[src/rtl/pixel_packer.sv]
// Packs a serial pixel stream into PIXCNT-lane words and enforces frame geometry,
// padding short lines and dropping overrun pixels. Error flags need PIXEL_PACKER_ERR_EN.
module pixel_packer #(
  parameter int DWIDTH = 10,
  parameter int PIXCNT = 8,
  parameter int ROWS   = 2048,
  parameter int COLS   = 2448
) (
  input  logic                       sys_clk,
  input  logic                       sys_rst_n,
  input  logic [$clog2(ROWS)-1:0]    rowSize,
  input  logic [$clog2(COLS)-1:0]    colSize,
  input  logic [DWIDTH-1:0]          pix_in,
  input  logic                       pix_vld,
  input  logic                       pix_sof,
  input  logic                       pix_eol,
  output logic                       new_frame,
  output logic [DWIDTH*PIXCNT-1:0]   data_out,
  output logic                       data_vld,
  output logic                       frame_done,
  output logic [3:0]                 err_flags
);

  localparam int LW = $clog2(PIXCNT);
  localparam int RW = $clog2(ROWS);
  localparam int CW = $clog2(COLS);
  localparam int WW = DWIDTH * PIXCNT;
  localparam logic [LW-1:0] LANE_LAST = LW'(PIXCNT - 1);

  typedef enum logic [1:0] {
    S_IDLE    = 2'd0,
    S_LINE    = 2'd1,
    S_DISCARD = 2'd2
  } state_t;

  // Handshake: pix_vld has no ready, so every valid pixel is consumed in the cycle
  // it is presented; data_vld is a one-cycle strobe with no ready either.

  state_t          r_state;
  logic [LW-1:0]   r_lane;
  logic [CW-1:0]   r_col;
  logic [RW-1:0]   r_row;
  logic [RW-1:0]   r_rows_cfg;
  logic [CW-1:0]   r_cols_cfg;
  logic [WW-1:0]   r_word;
  logic [WW-1:0]   r_data_out;
  logic            r_data_vld;
  logic            r_new_frame;
  logic            r_frame_done;

  logic            w_start;
  logic            w_accept;
  logic [LW-1:0]   w_lane;
  logic [CW-1:0]   w_col;
  logic [RW-1:0]   w_row;
  logic [RW-1:0]   w_rows_cfg;
  logic [CW-1:0]   w_cols_cfg;
  logic [CW-1:0]   w_col_inc;
  logic [RW-1:0]   w_row_inc;
  logic            w_last_col;
  logic            w_line_end;
  logic            w_frame_end;
  logic            w_emit;
  logic [WW-1:0]   w_word;

  state_t          w_state_nxt;
  logic [LW-1:0]   w_lane_nxt;
  logic [CW-1:0]   w_col_nxt;
  logic [RW-1:0]   w_row_nxt;

  // An SOF pixel restarts everything in any state, so counters are taken as zero for it.
  assign w_start     = pix_vld & pix_sof;
  assign w_accept    = w_start | (pix_vld & (r_state == S_LINE));
  assign w_lane      = w_start ? '0 : r_lane;
  assign w_col       = w_start ? '0 : r_col;
  assign w_row       = w_start ? '0 : r_row;
  assign w_rows_cfg  = w_start ? rowSize : r_rows_cfg;
  assign w_cols_cfg  = w_start ? colSize : r_cols_cfg;
  assign w_col_inc   = w_col + CW'(1);
  assign w_row_inc   = w_row + RW'(1);
  assign w_last_col  = (w_col_inc == w_cols_cfg);
  assign w_line_end  = w_accept & (pix_eol | w_last_col);
  assign w_frame_end = w_line_end & (w_row_inc == w_rows_cfg);
  assign w_emit      = w_accept & ((w_lane == LANE_LAST) | w_line_end);

  // Lanes below the current one come from the buffer; the current lane and every
  // lane above it take the incoming pixel, which is the end-of-line padding.
  always_comb begin
    w_word = '0;
    for (int k = 0; k < PIXCNT; k++) begin
      if (k < int'(w_lane)) w_word[k*DWIDTH +: DWIDTH] = r_word[k*DWIDTH +: DWIDTH];
      else                  w_word[k*DWIDTH +: DWIDTH] = pix_in;
    end
  end

  always_comb begin
    w_state_nxt = r_state;
    w_lane_nxt  = r_lane;
    w_col_nxt   = r_col;
    w_row_nxt   = r_row;
    if (w_accept) begin
      if (w_line_end) begin
        w_lane_nxt = '0;
        w_col_nxt  = '0;
        if (w_frame_end) begin
          w_row_nxt   = '0;
          w_state_nxt = S_IDLE;
        end else begin
          w_row_nxt   = w_row_inc;
          w_state_nxt = pix_eol ? S_LINE : S_DISCARD;
        end
      end else begin
        w_lane_nxt  = w_lane + LW'(1);
        w_col_nxt   = w_col_inc;
        w_row_nxt   = w_row;
        w_state_nxt = S_LINE;
      end
    end else if (pix_vld && pix_eol && (r_state == S_DISCARD)) begin
      w_lane_nxt  = '0;
      w_col_nxt   = '0;
      w_state_nxt = S_LINE;
    end
  end

  always_ff @(posedge sys_clk) begin
    if (!sys_rst_n) begin
      r_state    <= S_IDLE;
      r_lane     <= '0;
      r_col      <= '0;
      r_row      <= '0;
      r_rows_cfg <= '0;
      r_cols_cfg <= '0;
      r_word     <= '0;
    end else begin
      r_state <= w_state_nxt;
      r_lane  <= w_lane_nxt;
      r_col   <= w_col_nxt;
      r_row   <= w_row_nxt;
      if (w_start) begin
        r_rows_cfg <= rowSize;
        r_cols_cfg <= colSize;
      end
      if (w_accept) r_word <= w_word;
    end
  end

  always_ff @(posedge sys_clk) begin
    if (!sys_rst_n) begin
      r_data_out   <= '0;
      r_data_vld   <= 1'b0;
      r_new_frame  <= 1'b0;
      r_frame_done <= 1'b0;
    end else begin
      r_data_vld   <= w_emit;
      r_new_frame  <= w_start;
      r_frame_done <= w_frame_end;
      if (w_emit) r_data_out <= w_word;
    end
  end

  assign data_out   = r_data_out;
  assign data_vld   = r_data_vld;
  assign new_frame  = r_new_frame;
  assign frame_done = r_frame_done;

`ifdef PIXEL_PACKER_ERR_EN
  logic [3:0] r_err;
  logic [3:0] w_err_nxt;

  // SOF clears the flags first, so an early SOF leaves only bit 2 for the new frame.
  always_comb begin
    w_err_nxt = r_err;
    if (w_start) w_err_nxt = (r_state != S_IDLE) ? 4'b0100 : 4'b0000;
    if (w_line_end && pix_eol && !w_last_col) w_err_nxt[0] = 1'b1;
    if (w_line_end && !pix_eol)               w_err_nxt[1] = 1'b1;
    if (pix_vld && !pix_sof && (r_state == S_IDLE)) w_err_nxt[3] = 1'b1;
  end

  always_ff @(posedge sys_clk) begin
    if (!sys_rst_n) r_err <= 4'b0;
    else            r_err <= w_err_nxt;
  end

  assign err_flags = r_err;
`else
  assign err_flags = 4'b0;
`endif

endmodule
[config.mk]
export PLATFORM = sky130hd
export DESIGN_NAME = pixel_packer
export DESIGN_NICKNAME = d
export VERILOG_FILES = /design/src/rtl/pixel_packer.sv
export SDC_FILE = /design/constraint.sdc
export NUM_CORES = 1
export LEC_CHECK = 0
export CAP_MARGIN = 20
export CELL_PAD_IN_SITES_DETAIL_PLACEMENT = 1
export CELL_PAD_IN_SITES_GLOBAL_PLACEMENT = 1
export CORE_ASPECT_RATIO = 1.5
export CORE_MARGIN = 3
export CORE_UTILIZATION = 42
export DETAILED_ROUTE_END_ITERATION = 6
export PLACE_DENSITY_LB_ADDON = 0.1
export SLEW_MARGIN = 20
export SYNTH_ARGS = -nofsm -noshare
export SYNTH_HDL_FRONTEND = slang
export SYNTH_SLANG_ARGS = --single-unit
export TNS_END_PERCENT = 5
[constraint.sdc]
create_clock -name sys_clk -period 5.4 [get_ports sys_clk]
set_input_delay 1.08 -clock sys_clk [delete_from_list [all_inputs] [get_ports sys_clk]]
set_output_delay 1.08 -clock sys_clk [all_outputs]
set_load 0.05 [all_outputs]
Word-level counts from Yosys, hierarchy flattened
Cells that the tools add are included.

storage, ports and cells
  register bits = 204
  latch bits = 0
  RAM bits = 0
  memory bits (read-only) = 0
  input port bits = 38
  logic and storage cells = 62
  memories = 0

cells by class
  $add $sub $neg = 3
  $mul = 0
  divide/modulo/power cells = 0
  $lt $le $gt $ge = 7
  eq/ne operators = 5
  shifts and indexed selects = 0
  muxes and demuxes = 25
  bitwise logic cells = 8
  reduce and logical (&&, ||, !) cells = 3

operators with widths
  kind                                               count
  2-to-1 mux 10 bit                                  7
  2-to-1 mux 12 bit                                  5
  2-to-1 mux 11 bit                                  4
  adder 12 x 1 -> 12 bit, second input constant      1
  == test 12 bit                                     1
  2-to-1 mux 3 bit                                   4
  adder 11 x 1 -> 11 bit, second input constant      1
  == test 11 bit                                     1
  2-to-1 mux 2 bit                                   5
  < comparator 3 bit, first input constant           3
  < comparator 1 x 3 -> 1 bit, first input constant  2
  < comparator 2 x 3 -> 1 bit, first input constant  2
  bitwise AND 1 bit                                  5
  adder 3 x 1 -> 3 bit, second input constant        1
  == test 3 bit, second input constant               1
  OR 1 bit                                           3
  == test 2 x 1 -> 1 bit, second input constant      1
  == test 2 bit, second input constant               1
  logical AND 1 bit                                  2
  nonzero test 2 bit                                 1

Depth between registers and ports, before layout
Gate-level depths: netlist of the first run.

  word-level depth = 10
  gate-level depth with buffers = 17
  gate-level depth less buffers = 12

Worst setup path before layout of the first run
OpenSTA, ideal clock, no wires.

  path type = in2reg
  start point = input pix_sof
  end point = register r_row[4]
  setup time = 0.069 ns
  arrival = 4.682 ns
  data required time = 5.331 ns
  path slack = 0.650 ns
  cell stages on the path = 17
  cell sequence = buf_2 -> nand2_1 -> clkbuf_1 -> clkbuf_1 -> clkbuf_1 -> clkbuf_1 -> and2_1 -> ha_1 -> clkbuf_1 -> nand4_1 -> or2_2 -> a21boi_0 -> nor4_1 -> o2111ai_1 -> nand3_1 -> or4_1 -> o21ai_1

between the ends
  longest elaborated chain between the ends = 9

RTL lines
  item                    line  text
  start: declaration      15    input logic pix_sof,
  bitwise AND 1 bit (*)   72    assign w_start = pix_vld & pix_sof;
  2-to-1 mux 12 bit       75    assign w_col = w_start ? '0 : r_col;
  adder 12 x 1 -> 12 bit  79    assign w_col_inc = w_col + CW'(1);
  == test 12 bit          81    assign w_last_col = (w_col_inc == w_cols_cfg);
  OR 1 bit                82    assign w_line_end = w_accept & (pix_eol | w_last_col);
  bitwise AND 1 bit       82
  bitwise AND 1 bit       83    assign w_frame_end = w_line_end & (w_row_inc == w_rows_cfg);
  2-to-1 mux 11 bit       105   if (w_frame_end) begin
  2-to-1 mux 11 bit       102   if (w_line_end) begin
  end signal: assignment  138   r_row <= w_row_nxt;
  end: declaration        42    logic [RW-1:0] r_row;

Every way passes the cells marked *; elsewhere a longest branch is shown, timed or not.
A chain may end at the register's enable or synchronous reset.

Worst setup path in the final report of the first run
  start point = input pix_sof
  end point = register r_col[11]

between the ends
  longest elaborated chain between the ends = 8

RTL lines
  item                    line  text
  bitwise AND 1 bit (*)   72
  2-to-1 mux 12 bit       75
  adder 12 x 1 -> 12 bit  79
  == test 12 bit          81
  OR 1 bit                82
  bitwise AND 1 bit       82
  2-to-1 mux 12 bit       102
  2-to-1 mux 12 bit       101   if (w_accept) begin
  end signal: assignment  137   r_col <= w_col_nxt;
  end: declaration        41    logic [CW-1:0] r_col;

Marks and branches as above.

==> impl_metrics.prom, run 1 <==
# TYPE chip_impl_metric gauge
chip_impl_info{name="run_status",value="completed"} 1
chip_impl_metric{name="layout_area_overhead",unit="%"} 21.1
chip_impl_metric{name="sequential_cell_area",unit="sq um"} 4080
chip_impl_metric{name="dieHeight",unit="um"} 190
chip_impl_info{name="critical_path.startpoint_type",value="primary input"} 1
chip_impl_info{name="rr_endpoint",value="r_col[11]$_SDFFE_PN0P_"} 1
chip_impl_metric{name="fin_util",unit="%"} 52.3
chip_impl_info{name="clock_tree_from_tritoncts",value="done"} 1
chip_impl_metric{name="leakage",unit="nW"} 5.14
chip_impl_metric{name="worst-slew-pin-transition",unit="ns"} 0.911
chip_impl_info{name="holdCritPathClass",value="reg2reg"} 1
chip_impl_metric{name="fin_crit_sh",unit="%"} 78.6
chip_impl_metric{name="first_global_vias",unit=""} 8590
chip_impl_info{name="endpoint",value="r_col[11]$_SDFFE_PN0P_"} 1
chip_impl_metric{name="clkSinkCount",unit=""} 204
chip_impl_metric{name="cts_max_path_buffers",unit=""} 3
chip_impl_metric{name="cts.clk_slew.worst_paths",unit="ns"} 0.06
chip_impl_metric{name="final.fill_count",unit=""} 2566
chip_impl_metric{name="fmax",unit="GHz"} 0.236
chip_impl_metric{name="htree_num_levels",unit=""} 1
chip_impl_metric{name="min_period",unit="ns"} 4.25
chip_impl_metric{name="pin_count_of_the_biggest_net_entering_global_routing",unit=""} 82
chip_impl_metric{name="max_stage_delay",unit="ns"} 0.72
chip_impl_metric{name="clock_latency",unit="ns"} 0.51
chip_impl_metric{name="cts_setup_buffers",unit=""} 0
chip_impl_metric{name="fin_setup_tns",unit="ns"} 0
chip_impl_metric{name="postRouteAntennaNets",unit=""} 0
chip_impl_metric{name="num_antenna_cells",unit=""} 0
chip_impl_metric{name="boundaryPins",unit=""} 125
chip_impl_info{name="cp-startpoint",value="pix_sof"} 1
chip_impl_metric{name="detailroute.via_count",unit=""} 8375
chip_impl_metric{name="synth.yosys.seq_area_share",unit="%"} 43.0
chip_impl_metric{name="tritoncts.num_buffers",unit=""} 22
chip_impl_info{name="setup.worst_path.end_class",value="flop"} 1
chip_impl_metric{name="slew_margin_rel",unit="%"} 39.3
chip_impl_metric{name="reg2reg_slack",unit="ns"} 2.12
chip_impl_metric{name="crit_buf_inv",unit=""} 2
chip_impl_metric{name="finalSetupViolCount",unit=""} 0
chip_impl_metric{name="globalplace.congestion",unit=""} 0.825
chip_impl_info{name="yosysTopAreaCell",value="sky130_fd_sc_hd__dfxtp_1"} 1
chip_impl_info{name="synthTopCellsByArea",value="sky130_fd_sc_hd__dfxtp_1, sky130_fd_sc_hd__nand2_1, sky130_fd_sc_hd__mux2i_1"} 1
chip_impl_metric{name="drt_pre_antenna_iters",unit=""} 5
chip_impl_metric{name="worst_ep_required_time",unit="ns"} 5.83
chip_impl_metric{name="syn_inst",unit=""} 1107
chip_impl_metric{name="synth_warnings",unit=""} 0
chip_impl_metric{name="die_area",unit="sq um"} 24500
chip_impl_metric{name="drive_gt1_share",unit="%"} 6.57
chip_impl_info{name="worstPathCellList",value="clkdlybuf4s50_1 -> nand2_1 -> and2_1 -> ha_1 -> nand3_1 -> xor2_1 -> xor2_1 -> a21oi_1 -> a2111oi_4 -> a21oi_2 -> buf_4 -> nand3_1 -> a31oi_1"} 1
chip_impl_metric{name="synth_enable_flop_cells",unit=""} 0
chip_impl_metric{name="timing.critical_path.arrival",unit="ns"} 4.68
chip_impl_metric{name="globalRoute.totalOverflow",unit=""} 0
chip_impl_info{name="timing_worst_setup_path_type",value="in2reg"} 1
chip_impl_metric{name="slew_violations",unit=""} 0
chip_impl_metric{name="port-buffer-count",unit=""} 120
chip_impl_info{name="synth_top_flop_cell",value="sky130_fd_sc_hd__dfxtp_1"} 1
chip_impl_metric{name="final_report_hold_violation_count",unit=""} 0
chip_impl_metric{name="maximum_ir_drop_on_the_vdd_rail",unit="V"} 0.000254
chip_impl_info{name="cp_slowest_cell",value="sky130_fd_sc_hd__a21oi_2"} 1
chip_impl_info{name="critical_path.top_delay_family",value="compound AO/OA/AOI/OAI gates"} 1
chip_impl_metric{name="post_cts_resize_count",unit=""} 0
chip_impl_metric{name="final.setup_skew",unit="ns"} 0.0208
chip_impl_metric{name="rows",unit=""} 66
chip_impl_metric{name="drt-wirelength-per-cell",unit="um"} 19.2
chip_impl_metric{name="finish.net_count",unit=""} 1216
chip_impl_metric{name="multi_input_gate_area_in_the_final_layout",unit="sq um"} 4940
chip_impl_metric{name="die_w",unit="um"} 129
chip_impl_metric{name="postSynth.asyncResetShare",unit="%"} 0
chip_impl_metric{name="syn-mean-instance-area",unit="sq um"} 8.58
chip_impl_info{name="cts_root_buffer",value="sky130_fd_sc_hd__clkbuf_16"} 1
chip_impl_metric{name="post-route-drc-count",unit=""} 0
chip_impl_metric{name="wl",unit="um"} 28000
chip_impl_info{name="worstReg2RegStart",value="r_col[0]$_SDFFE_PN0P_"} 1
chip_impl_metric{name="route.detailed.vias_per_inst",unit=""} 5.74
chip_impl_metric{name="synth_top_area_share",unit="%"} 43.0
chip_impl_metric{name="grt_pass1_wl",unit="um"} 45200
chip_impl_metric{name="starting_utilization_of_the_core_area",unit="%"} 43.2
chip_impl_metric{name="max-cap-violations",unit=""} 0
chip_impl_metric{name="worstSetupPathDepth",unit=""} 13
chip_impl_metric{name="initial_antenna_violation_count",unit=""} 0
chip_impl_metric{name="synth.distinct_cells",unit=""} 69
chip_impl_metric{name="syn-cell-area",unit="sq um"} 9490
chip_impl_metric{name="critical_path_fanout_max",unit=""} 18
chip_impl_metric{name="detailedPlacementHpwl",unit="um"} 18500
chip_impl_info{name="unrepaired_setup_endpoints_after_global_routing",value="no"} 1
chip_impl_metric{name="placeable_core_area",unit="sq um"} 22000
chip_impl_metric{name="iter_0_drt_violations",unit=""} 381
chip_impl_metric{name="cts.hold.buffers_added",unit=""} 0
chip_impl_metric{name="postSynthRegisterBits",unit=""} 204
chip_impl_metric{name="pwr_density_cell",unit="nW/um^2"} 333
chip_impl_metric{name="reg2reg_depth",unit=""} 11
chip_impl_metric{name="global_route.usage.total",unit="%"} 22.5
cell usage after synthesis (3+ instances only):
cell	n
sky130_fd_sc_hd__o211ai_1	3
sky130_fd_sc_hd__and3_1	4
sky130_fd_sc_hd__a32oi_1	4
sky130_fd_sc_hd__and2_1	7
sky130_fd_sc_hd__a21oi_1	109
sky130_fd_sc_hd__inv_1	4
sky130_fd_sc_hd__o41ai_1	3
sky130_fd_sc_hd__nor2_1	30
sky130_fd_sc_hd__nand3_1	90
sky130_fd_sc_hd__a31oi_1	8
sky130_fd_sc_hd__clkbuf_1	52
sky130_fd_sc_hd__a22oi_1	5
sky130_fd_sc_hd__buf_2	21
sky130_fd_sc_hd__nand3b_1	3
sky130_fd_sc_hd__xnor2_1	17
sky130_fd_sc_hd__nor3_1	15
sky130_fd_sc_hd__or3_1	3
sky130_fd_sc_hd__mux2i_1	76
sky130_fd_sc_hd__nand2_1	230
sky130_fd_sc_hd__o311ai_0	3
sky130_fd_sc_hd__o21ai_1	13
sky130_fd_sc_hd__or2_2	3
sky130_fd_sc_hd__dfxtp_1	204
sky130_fd_sc_hd__o211a_1	70
sky130_fd_sc_hd__nand4_1	19
sky130_fd_sc_hd__o31ai_1	3
sky130_fd_sc_hd__ha_1	4
sky130_fd_sc_hd__buf_6	9
sky130_fd_sc_hd__buf_4	6
sky130_fd_sc_hd__xor2_1	15
sky130_fd_sc_hd__buf_1	11
sky130_fd_sc_hd__nor3b_1	3
sky130_fd_sc_hd__nor4_1	4
sky130_fd_sc_hd__o21ai_0	10
sky130_fd_sc_hd__nor2b_1	3
cells by family (layout without fill, tap and decap cells):
kind of cell	after synthesis	in the layout	share of synthesized area, %
buffers and inverters	104	182	5.34
other	1	4	0.0395
flip-flops	204	204	43.0
XOR/XNOR	32	32	2.95
adder cells (fa/ha/maj)	4	4	0.527
AO/OA/AOI/OAI	255	255	19.3
multiplexers	77	77	8.13
AND/OR/NAND/NOR	430	430	20.7
worst register-to-register path, stage by stage, from the launching register on:
cell	delay, ns
sky130_fd_sc_hd__dfxtp_1	0.46
sky130_fd_sc_hd__and2_1	0.20
sky130_fd_sc_hd__ha_1	0.24
sky130_fd_sc_hd__and4_1	0.26
sky130_fd_sc_hd__nand3_1	0.17
sky130_fd_sc_hd__mux2i_1	0.18
sky130_fd_sc_hd__a22oi_1	0.29
sky130_fd_sc_hd__a2111oi_4	0.09
sky130_fd_sc_hd__a21oi_2	0.72
sky130_fd_sc_hd__buf_4	0.30
sky130_fd_sc_hd__nand3_1	0.10
sky130_fd_sc_hd__a31oi_1	0.20
state kept, by name, summed over array words and instances, names as in the netlist:
name        count
r_row          11
r_word         70
r_state         2
data_out       80
r_cols_cfg     12
r_col          12
r_lane          3
new_frame       1
data_vld        1
r_rows_cfg     11
frame_done      1
layout make-up:
| cell class | instances | share of cell area [%] |
|---|---|---|
| timing repair buffer | 139 | 11.9 |
| tap | 272 | 2.96 |
| clock inverter | 5 | 0.653 |
| multi-input combinational | 802 | 43.0 |
| sequential | 204 | 35.5 |
| inverter | 5 | 0.174 |
| clock buffer | 33 | 5.85 |
per-layer routing:
layer / vias up / track usage [%] / wire length (um)
met5: - / 0 / 0
met4: 0 / 6.06 / 587
met3: 36 / 2.64 / 881
met2: 152 / 40.3 / 14300
met1: 4136 / 28.3 / 12200
li1: 4051 / - / -
where the power goes:
part | internal, mW | switching [mW]
Combinational | 0.209 | 0.418
Sequential | 1.59 | 0.0508
Clock | 0.952 | 0.610
Total | 2.75 | 1.08
placed cells by master (no fill, tap or decap), types with 15 or more instances in the layout:
cell type                         count
sky130_fd_sc_hd__buf_4               18
sky130_fd_sc_hd__xor2_1              15
sky130_fd_sc_hd__nand2_1            230
sky130_fd_sc_hd__nand3_1             90
sky130_fd_sc_hd__mux2i_1             76
sky130_fd_sc_hd__xnor2_1             17
sky130_fd_sc_hd__nor2_1              30
sky130_fd_sc_hd__nand4_1             19
sky130_fd_sc_hd__o211a_1             70
sky130_fd_sc_hd__dfxtp_1            204
sky130_fd_sc_hd__a21oi_1            109
sky130_fd_sc_hd__clkdlybuf4s50_1    119
sky130_fd_sc_hd__clkbuf_16           23
worst min path at each step:
| stage | startpoint | end | depth (start not counted) |
|---|---|---|---|
| floorplan | r_word[0]$_SDFFE_PN0P_ | r_word[0]$_SDFFE_PN0P_ | 2 |
| global placement | data_out[79]$_SDFFE_PN0P_ | data_out[79]$_SDFFE_PN0P_ | 2 |
| detailed placement | data_out[79]$_SDFFE_PN0P_ | data_out[79]$_SDFFE_PN0P_ | 2 |
| CTS | data_out[79]$_SDFFE_PN0P_ | data_out[79]$_SDFFE_PN0P_ | 2 |
| global route | r_word[8]$_SDFFE_PN0P_ | r_word[8]$_SDFFE_PN0P_ | 2 |
| finish | data_out[79]$_SDFFE_PN0P_ | data_out[79]$_SDFFE_PN0P_ | 2 |
per-stage QoR:
step / instance area (sq um) / power (mW) / hold WS, ns / worst slack, ns / std cells
after floorplan: 9510 / 2.09 / 0.436 / 0.650 / 1110
after global placement: 10700 / 2.29 / 0.441 / 0.804 / 1422
after detailed placement: 10800 / 2.30 / 0.447 / 0.703 / 1422
after CTS: 11500 / 3.88 / 0.456 / 1.22 / 1460
after global routing: 11500 / 3.99 / 0.466 / 0.925 / 1460
final: 11500 / 3.83 / 0.450 / 1.15 / 1460
Power figures use the tool's default switching activity.
==> run 2: changes to the inputs <==
- CORE_UTILIZATION: 42 -> 38
- clock period: 5.4 -> 3.45 ns (I/O delays scaled with it)
==> run 2 against run 1 <==
Against the previous run:
- clock power is 49% higher
- global-route usage fell by 1.1 points
- die area grew 10%
- largest cell class unchanged
- count of clock-buffer cells in the layout grew 4
- critical endpoint is now data_out[6]$_SDFFE_PN0P_
- sequential share of layout area fell by 1.5 points
- power up 55%
- final cell count up 7.0%
==> impl_metrics.prom, run 2 (same netlist as run 1, synthesis figures left out) <==
# TYPE chip_impl_metric gauge
chip_impl_info{name="run_status",value="completed"} 1
chip_impl_metric{name="global_route.usage.total",unit="%"} 21.5
chip_impl_metric{name="clockPowerShare",unit="%"} 39.2
chip_impl_metric{name="rows",unit=""} 70
chip_impl_metric{name="finalSetupViolCount",unit=""} 0
chip_impl_metric{name="power_frac_seq",unit="%"} 43.2
chip_impl_metric{name="wl",unit="um"} 29400
chip_impl_info{name="setup.worst_path.end_class",value="flop"} 1
chip_impl_metric{name="starting_utilization_of_the_core_area",unit="%"} 38.7
chip_impl_metric{name="detailroute.via_count",unit=""} 8509
chip_impl_info{name="critical_path_most_common_cell",value="sky130_fd_sc_hd__xor2_1"} 1
chip_impl_info{name="final_common_cell",value="sky130_fd_sc_hd__nand2_1"} 1
chip_impl_metric{name="fin_util",unit="%"} 48.9
chip_impl_info{name="holdCritPathClass",value="reg2reg"} 1
chip_impl_metric{name="netSwitchingPower",unit="mW"} 1.71
chip_impl_metric{name="layout_area_overhead",unit="%"} 26.4
chip_impl_metric{name="setup_ws",unit="ns"} 0.232
chip_impl_metric{name="pin_count_of_the_biggest_net_entering_global_routing",unit=""} 84
chip_impl_info{name="cts_root_buffer",value="sky130_fd_sc_hd__clkbuf_16"} 1
chip_impl_metric{name="die_area",unit="sq um"} 27000
chip_impl_metric{name="timing.critical_path.arrival",unit="ns"} 3.60
chip_impl_info{name="timing_worst_setup_path_type",value="in2reg"} 1
chip_impl_metric{name="max_stage_delay",unit="ns"} 0.53
chip_impl_metric{name="swShare",unit="%"} 28.8
chip_impl_metric{name="route.detailed.vias_per_inst",unit=""} 5.45
chip_impl_metric{name="power_frac_comb",unit="%"} 17.6
chip_impl_metric{name="initial_antenna_violation_count",unit=""} 0
chip_impl_metric{name="clock_latency",unit="ns"} 0.50
chip_impl_metric{name="first_global_vias",unit=""} 8859
chip_impl_metric{name="boundaryPins",unit=""} 125
chip_impl_metric{name="htree_num_levels",unit=""} 1
chip_impl_metric{name="max_reg_flops",unit=""} 80
chip_impl_metric{name="drive_gt1_share",unit="%"} 10.7
chip_impl_metric{name="post_dp_cell_area",unit="sq um"} 11300
chip_impl_metric{name="cts_max_path_buffers",unit=""} 3
chip_impl_metric{name="final_report_hold_violation_count",unit=""} 0
chip_impl_metric{name="globalplace.congestion",unit=""} 0.861
chip_impl_metric{name="cts.clk_slew.worst_paths",unit="ns"} 0.06
chip_impl_info{name="unrepaired_setup_endpoints_after_global_routing",value="no"} 1
chip_impl_metric{name="maximum_ir_drop_on_the_vdd_rail",unit="V"} 0.000437
chip_impl_metric{name="pwr_density_cell",unit="nW/um^2"} 495
chip_impl_info{name="clock_tree_from_tritoncts",value="done"} 1
chip_impl_metric{name="drt-wirelength-per-cell",unit="um"} 18.8
chip_impl_metric{name="port-buffer-count",unit=""} 120
chip_impl_metric{name="fmax",unit="GHz"} 0.311
chip_impl_metric{name="max-cap-violations",unit=""} 0
chip_impl_metric{name="finish.net_count",unit=""} 1265
chip_impl_metric{name="min_period",unit="ns"} 3.22
chip_impl_metric{name="final_cell_area_excluding_filler_cells",unit="sq um"} 12000
chip_impl_metric{name="crit_buf_inv",unit=""} 2
chip_impl_metric{name="num_antenna_cells",unit=""} 0
chip_impl_metric{name="fin_crit_sh",unit="%"} 93.3
chip_impl_metric{name="postRouteAntennaNets",unit=""} 0
chip_impl_metric{name="final.setup_skew",unit="ns"} 0.0118
chip_impl_metric{name="die_w",unit="um"} 135
chip_impl_metric{name="worst_ep_required_time",unit="ns"} 3.84
chip_impl_metric{name="placeable_core_area",unit="sq um"} 24500
chip_impl_metric{name="post-route-drc-count",unit=""} 0
chip_impl_metric{name="dp_slack",unit="ns"} -0.283
chip_impl_metric{name="iter_0_drt_violations",unit=""} 413
chip_impl_metric{name="fin_setup_tns",unit="ns"} 0
chip_impl_info{name="worstPathCellList",value="clkdlybuf4s50_1 -> nand2_4 -> and2_1 -> ha_4 -> nand3_2 -> xor2_1 -> xor2_1 -> a21oi_2 -> a2111o_1 -> o21ai_4 -> buf_12 -> nand3_1 -> o211a_1"} 1
chip_impl_info{name="critical_path.startpoint_type",value="primary input"} 1
chip_impl_info{name="leading_cell_types_in_the_layout_fill_and_taps_excluded",value="sky130_fd_sc_hd__nand2_1, sky130_fd_sc_hd__dfxtp_1, sky130_fd_sc_hd__clkdlybuf4s50_1"} 1
chip_impl_metric{name="dieHeight",unit="um"} 200
chip_impl_metric{name="detailedPlacementHpwl",unit="um"} 20200
chip_impl_metric{name="tritoncts.num_buffers",unit=""} 22
chip_impl_metric{name="globalRoute.totalOverflow",unit=""} 0
chip_impl_metric{name="worst-slew-pin-transition",unit="ns"} 0.958
chip_impl_metric{name="internal_power",unit="mW"} 4.23
chip_impl_metric{name="drt_pre_antenna_iters",unit=""} 4
chip_impl_metric{name="grt_pass1_wl",unit="um"} 47100
chip_impl_metric{name="slew_margin_rel",unit="%"} 36.1
chip_impl_metric{name="final.fill_count",unit=""} 2859
chip_impl_info{name="worstReg2RegStart",value="r_col[0]$_SDFFE_PN0P_"} 1
chip_impl_info{name="cp-startpoint",value="pix_sof"} 1
chip_impl_info{name="hp-start",value="r_word[29]$_SDFFE_PN0P_"} 1
chip_impl_metric{name="leakage",unit="nW"} 5.36
chip_impl_metric{name="clkSinkCount",unit=""} 204
chip_impl_info{name="cp_slowest_cell",value="sky130_fd_sc_hd__clkdlybuf4s50_1"} 1
chip_impl_info{name="critical_path.top_delay_family",value="compound AO/OA/AOI/OAI gates"} 1
chip_impl_metric{name="slew_violations",unit=""} 0
chip_impl_metric{name="critical_path_fanout_max",unit=""} 33
## run 2: worst paths after layout
kind              cells after the start                       end  slack [ns]
setup / recovery                     13  data_out[6]$_SDFFE_PN0P_        0.23
hold / removal                        2   r_word[29]$_SDFFE_PN0P_        0.45
setup reg to reg                     11  data_out[6]$_SDFFE_PN0P_        0.56
hold reg to reg                       2   r_word[29]$_SDFFE_PN0P_        0.45
## run 2: cell type report
cell class	count	area, sq um	area share (%)
clock buffer	37	658	5.48
clock inverter	2	35.0	0.292
inverter	5	20.0	0.167
multi-input combinational	802	5010	41.8
sequential	204	4080	34.0
tap	324	405	3.38
timing repair buffer	188	1780	14.9
## run 2: layer usage
| metal | global-route usage (%) | routed length, um | vias up | part of all wire (%) |
|---|---|---|---|---|
| met5 | 0 | 0 | - | 0 |
| met4 | 5.38 | 598 | 0 | 2.0 |
| met3 | 2.44 | 1000 | 35 | 3.4 |
| met2 | 40.3 | 15300 | 148 | 52 |
| met1 | 25.9 | 12500 | 4167 | 43 |
| li1 | - | - | 4159 | - |
## run 2: power groups by stage
stage / combinational [mW] / sequential (mW) / clock [mW]
3_5_place_dp: 1.05 / 2.62 / 0
5_1_grt: 1.13 / 2.58 / 2.48
4_1_cts: 1.06 / 2.57 / 2.38
2_1_floorplan: 0.466 / 2.83 / 0
6_report: 1.04 / 2.57 / 2.32
3_3_place_gp: 1.04 / 2.62 / 0
## run 2: worst reg2reg max path, stage by stage (launching register included)
cell and delay [ns]:
sky130_fd_sc_hd__dfxtp_1 0.44, sky130_fd_sc_hd__and2_1 0.23, sky130_fd_sc_hd__ha_4 0.18, sky130_fd_sc_hd__and4_1 0.22
sky130_fd_sc_hd__nand3_2 0.13, sky130_fd_sc_hd__mux2i_1 0.21, sky130_fd_sc_hd__a22oi_2 0.10, sky130_fd_sc_hd__a2111o_1 0.47
sky130_fd_sc_hd__o21ai_4 0.30, sky130_fd_sc_hd__buf_12 0.23, sky130_fd_sc_hd__nand3_1 0.12, sky130_fd_sc_hd__o211a_1 0.16
## run 2: per-stage QoR
| stage | cells | hold WS, ns | total power, mW |
|---|---|---|---|
| after floorplan | 1110 | 0.436 | 3.29 |
| after global placement | 1523 | 0.438 | 3.66 |
| after detailed placement | 1523 | 0.447 | 3.67 |
| after CTS | 1562 | 0.457 | 6.01 |
| after global routing | 1562 | 0.476 | 6.19 |
| final | 1562 | 0.455 | 5.93 |
## run 2: repair_timing
action                                  in CTS  in global routing
gates resized for setup                      0                  1
endpoints found under the hold margin        0                  0
endpoints found under the setup margin       0                  2
hold buffers                                 0                  0
buffers inserted                             0                  0
==> run 3: changes to the inputs <==
- CORE_UTILIZATION: 38 -> 42
- clock period: 3.45 -> 3.05 ns (I/O delays scaled with it)
==> run 3 against run 2 <==
Against the previous run:
- clock skew decreased by 0.0018 ns
- die area fell by 9.2%
- utilization is 7.5 points higher
- non-clock buffer count is 37 higher
- via count increased by 3.3%
- design area increased by 3.3%
- power grew 15%
- first-iteration DRC count grew 3.6%
- routed wire length is 2.4% higher
- sequential cell count is the same
- sequential share of layout area fell by 1.1 points
- worst setup slack better by 0.046 ns
- largest cell class unchanged
- largest power group unchanged
- highest routed layer unchanged
==> impl_metrics.prom, run 3 (same netlist as run 1, synthesis figures left out) <==
# TYPE chip_impl_metric gauge
chip_impl_metric{name="boundaryPins",unit=""} 125
chip_impl_metric{name="wl",unit="um"} 30200
chip_impl_metric{name="final-instance-count-excl-fill",unit=""} 1543
chip_impl_metric{name="die_w",unit="um"} 129
chip_impl_info{name="final_common_cell",value="sky130_fd_sc_hd__nand2_1"} 1
chip_impl_info{name="cp-startpoint",value="r_col[8]$_SDFFE_PN0P_"} 1
chip_impl_metric{name="finish.net_count",unit=""} 1302
chip_impl_metric{name="post-route-drc-count",unit=""} 0
chip_impl_info{name="cts_root_buffer",value="sky130_fd_sc_hd__clkbuf_16"} 1
chip_impl_metric{name="fin_setup_tns",unit="ns"} 0
chip_impl_metric{name="iter_0_drt_violations",unit=""} 428
chip_impl_metric{name="first_global_vias",unit=""} 9141
chip_impl_metric{name="final.fill_count",unit=""} 2552
chip_impl_metric{name="reg2reg_slack",unit="ns"} 0.28
chip_impl_info{name="run_status",value="completed"} 1
chip_impl_metric{name="die_area",unit="sq um"} 24500
chip_impl_info{name="worstReg2RegStart",value="r_col[8]$_SDFFE_PN0P_"} 1
chip_impl_info{name="worstPathCellList",value="and4_1 -> nor4b_2 -> xnor2_1 -> a21oi_2 -> a2111o_1 -> o21ai_4 -> buf_12 -> bufbuf_16 -> nand3_1 -> o211a_1"} 1
chip_impl_metric{name="worst_ep_required_time",unit="ns"} 3.45
chip_impl_metric{name="dp_slack",unit="ns"} -0.562
chip_impl_metric{name="fin_util",unit="%"} 56.4
chip_impl_metric{name="slew_violations",unit=""} 0
chip_impl_metric{name="critical_path_fanout_max",unit=""} 17
chip_impl_info{name="critical_path.top_delay_family",value="compound AO/OA/AOI/OAI gates"} 1
chip_impl_metric{name="cts_max_path_buffers",unit=""} 3
chip_impl_metric{name="tritoncts.num_buffers",unit=""} 22
chip_impl_metric{name="detailedPlacementHpwl",unit="um"} 20400
chip_impl_metric{name="finalSetupViolCount",unit=""} 0
chip_impl_metric{name="setup_ws",unit="ns"} 0.277
chip_impl_metric{name="pin_count_of_the_biggest_net_entering_global_routing",unit=""} 75
chip_impl_metric{name="num_antenna_cells",unit=""} 0
chip_impl_metric{name="maximum_ir_drop_on_the_vdd_rail",unit="V"} 0.000402
chip_impl_metric{name="reg2reg_depth",unit=""} 10
chip_impl_metric{name="drt_pre_antenna_iters",unit=""} 5
chip_impl_metric{name="max_stage_delay",unit="ns"} 0.46
chip_impl_metric{name="postRouteAntennaNets",unit=""} 0
chip_impl_metric{name="max-cap-violations",unit=""} 0
chip_impl_info{name="leading_cell_types_in_the_layout_fill_and_taps_excluded",value="sky130_fd_sc_hd__nand2_1, sky130_fd_sc_hd__dfxtp_1, sky130_fd_sc_hd__clkdlybuf4s50_1"} 1
chip_impl_info{name="critical_path.startpoint_type",value="flop"} 1
chip_impl_info{name="rr_endpoint",value="data_out[12]$_SDFFE_PN0P_"} 1
chip_impl_metric{name="starting_utilization_of_the_core_area",unit="%"} 43.2
chip_impl_metric{name="leakage",unit="nW"} 5.64
chip_impl_metric{name="hold_path_depth",unit=""} 2
chip_impl_metric{name="cts.clk_slew.worst_paths",unit="ns"} 0.06
chip_impl_metric{name="max_reg_flops",unit=""} 80
chip_impl_metric{name="slew_margin_rel",unit="%"} 43.9
chip_impl_metric{name="clkSinkCount",unit=""} 204
chip_impl_info{name="whs_endpoint",value="data_out[74]$_SDFFE_PN0P_"} 1
chip_impl_metric{name="route.detailed.vias_per_inst",unit=""} 5.70
chip_impl_metric{name="worst-slew-pin-transition",unit="ns"} 0.841
chip_impl_info{name="holdCritPathClass",value="reg2reg"} 1
chip_impl_metric{name="drt-wirelength-per-cell",unit="um"} 19.5
chip_impl_metric{name="fmax",unit="GHz"} 0.361
chip_impl_metric{name="final_report_hold_violation_count",unit=""} 0
chip_impl_metric{name="layout_area_overhead",unit="%"} 30.6
chip_impl_metric{name="timing.critical_path.arrival",unit="ns"} 3.17
chip_impl_metric{name="htree_num_levels",unit=""} 1
chip_impl_info{name="cp_slowest_cell",value="sky130_fd_sc_hd__a2111o_1"} 1
chip_impl_metric{name="crit_buf_inv",unit=""} 2
chip_impl_metric{name="globalplace.congestion",unit=""} 0.832
chip_impl_metric{name="worstSetupPathDepth",unit=""} 10
chip_impl_metric{name="min_period",unit="ns"} 2.77
chip_impl_metric{name="drive_gt1_share",unit="%"} 14.0
chip_impl_metric{name="port-buffer-count",unit=""} 120
chip_impl_info{name="unrepaired_setup_endpoints_after_global_routing",value="no"} 1
chip_impl_metric{name="final.setup_skew",unit="ns"} 0.00995
chip_impl_metric{name="total_power",unit="mW"} 6.79
chip_impl_info{name="setup.worst_path.end_class",value="flop"} 1
chip_impl_metric{name="global_route.usage.total",unit="%"} 24.2
chip_impl_metric{name="grt_pass1_wl",unit="um"} 48100
chip_impl_metric{name="initial_antenna_violation_count",unit=""} 0
chip_impl_metric{name="placeable_core_area",unit="sq um"} 22000
chip_impl_metric{name="placed_cells_incl_taps",unit=""} 1503
chip_impl_metric{name="rows",unit=""} 66
chip_impl_metric{name="globalRoute.totalOverflow",unit=""} 0
chip_impl_metric{name="dieHeight",unit="um"} 190
chip_impl_info{name="timing_worst_setup_path_type",value="reg2reg"} 1
chip_impl_metric{name="cts.hold.buffers_added",unit=""} 0
chip_impl_info{name="hp-start",value="data_out[74]$_SDFFE_PN0P_"} 1
chip_impl_metric{name="fin_crit_sh",unit="%"} 90.9
chip_impl_metric{name="pwr_density_cell",unit="nW/um^2"} 548
chip_impl_metric{name="detailroute.via_count",unit=""} 8790
chip_impl_info{name="clock_tree_from_tritoncts",value="done"} 1
chip_impl_metric{name="clock_latency",unit="ns"} 0.50
-- run 3: changes by cell type in the layout (fill, tap and decap cells not counted), sizes merged --
cell,delta
clkdlybuf4s50,-2
bufbuf,+1
clkbuf,-5
buf,+36
clkinv,+1
dlymetal6s2s,+2
-- run 3: power breakdown --
| group | switching, mW | internal, mW | total [mW] |
|---|---|---|---|
| clock network | 1.07 | 1.57 | 2.63 |
| registers | 0.0908 | 2.81 | 2.91 |
| logic | 0.782 | 0.473 | 1.26 |
| total | 1.94 | 4.85 | 6.79 |
-- run 3: layout make-up --
type	instances	area, sq um	share of cell area [%]
clock buffer	32	659	5.32
tap	272	340	2.74
multi-input combinational	802	5040	40.6
sequential	204	4080	32.9
clock inverter	3	40.0	0.323
timing repair buffer	225	2220	17.9
inverter	5	20.0	0.161
-- run 3: how the worst max path moves through the flow --
stage                                            to  slack (ns)
after floorplan               r_row[6]$_SDFFE_PN0P_       -0.42
after global placement    data_out[77]$_SDFFE_PN0P_       -0.53
after detailed placement      r_row[5]$_SDFFE_PN0P_       -0.56
after CTS                  data_out[3]$_SDFFE_PN0P_       0.003
after global routing      data_out[26]$_SDFFE_PN0P_        0.13
final                     data_out[12]$_SDFFE_PN0P_        0.28
-- run 3: worst register-to-register path, cell delays in order, from the launching register on --
cell and delay [ns]:
sky130_fd_sc_hd__dfxtp_1 0.43, sky130_fd_sc_hd__and4_1 0.31, sky130_fd_sc_hd__nor4b_2 0.30, sky130_fd_sc_hd__xnor2_1 0.21, sky130_fd_sc_hd__a21oi_2 0.12, sky130_fd_sc_hd__a2111o_1 0.46
sky130_fd_sc_hd__o21ai_4 0.16, sky130_fd_sc_hd__buf_12 0.15, sky130_fd_sc_hd__bufbuf_16 0.29, sky130_fd_sc_hd__nand3_1 0.10, sky130_fd_sc_hd__o211a_1 0.14
-- run 3: routing by layer --
layer	wire, um	GRT usage (%)	part of all wire [%]	vias to the layer above
li1	-	-	-	4216
met1	12200	28.8	41	4362
met2	16300	45.5	54	172
met3	997	2.81	3.3	40
met4	599	6.31	2.0	0
met5	0	0	0	-
-- run 3: through the flow --
stage	instance area [sq um]	hold slack, ns
finish	12400	0.452
global route	12400	0.467
CTS	12400	0.455
detailed placement	11600	0.447
global placement	11600	0.438
floorplan	9670	0.436
-- run 3: what timing repair did --
action | 4_1_cts | 5_1_grt
setup endpoints to repair | 35 | 97
gates resized for setup | 7 | 5
pin swaps | 3 | 3
buffers inserted | 2 | 1
gates cloned | 2 | 0
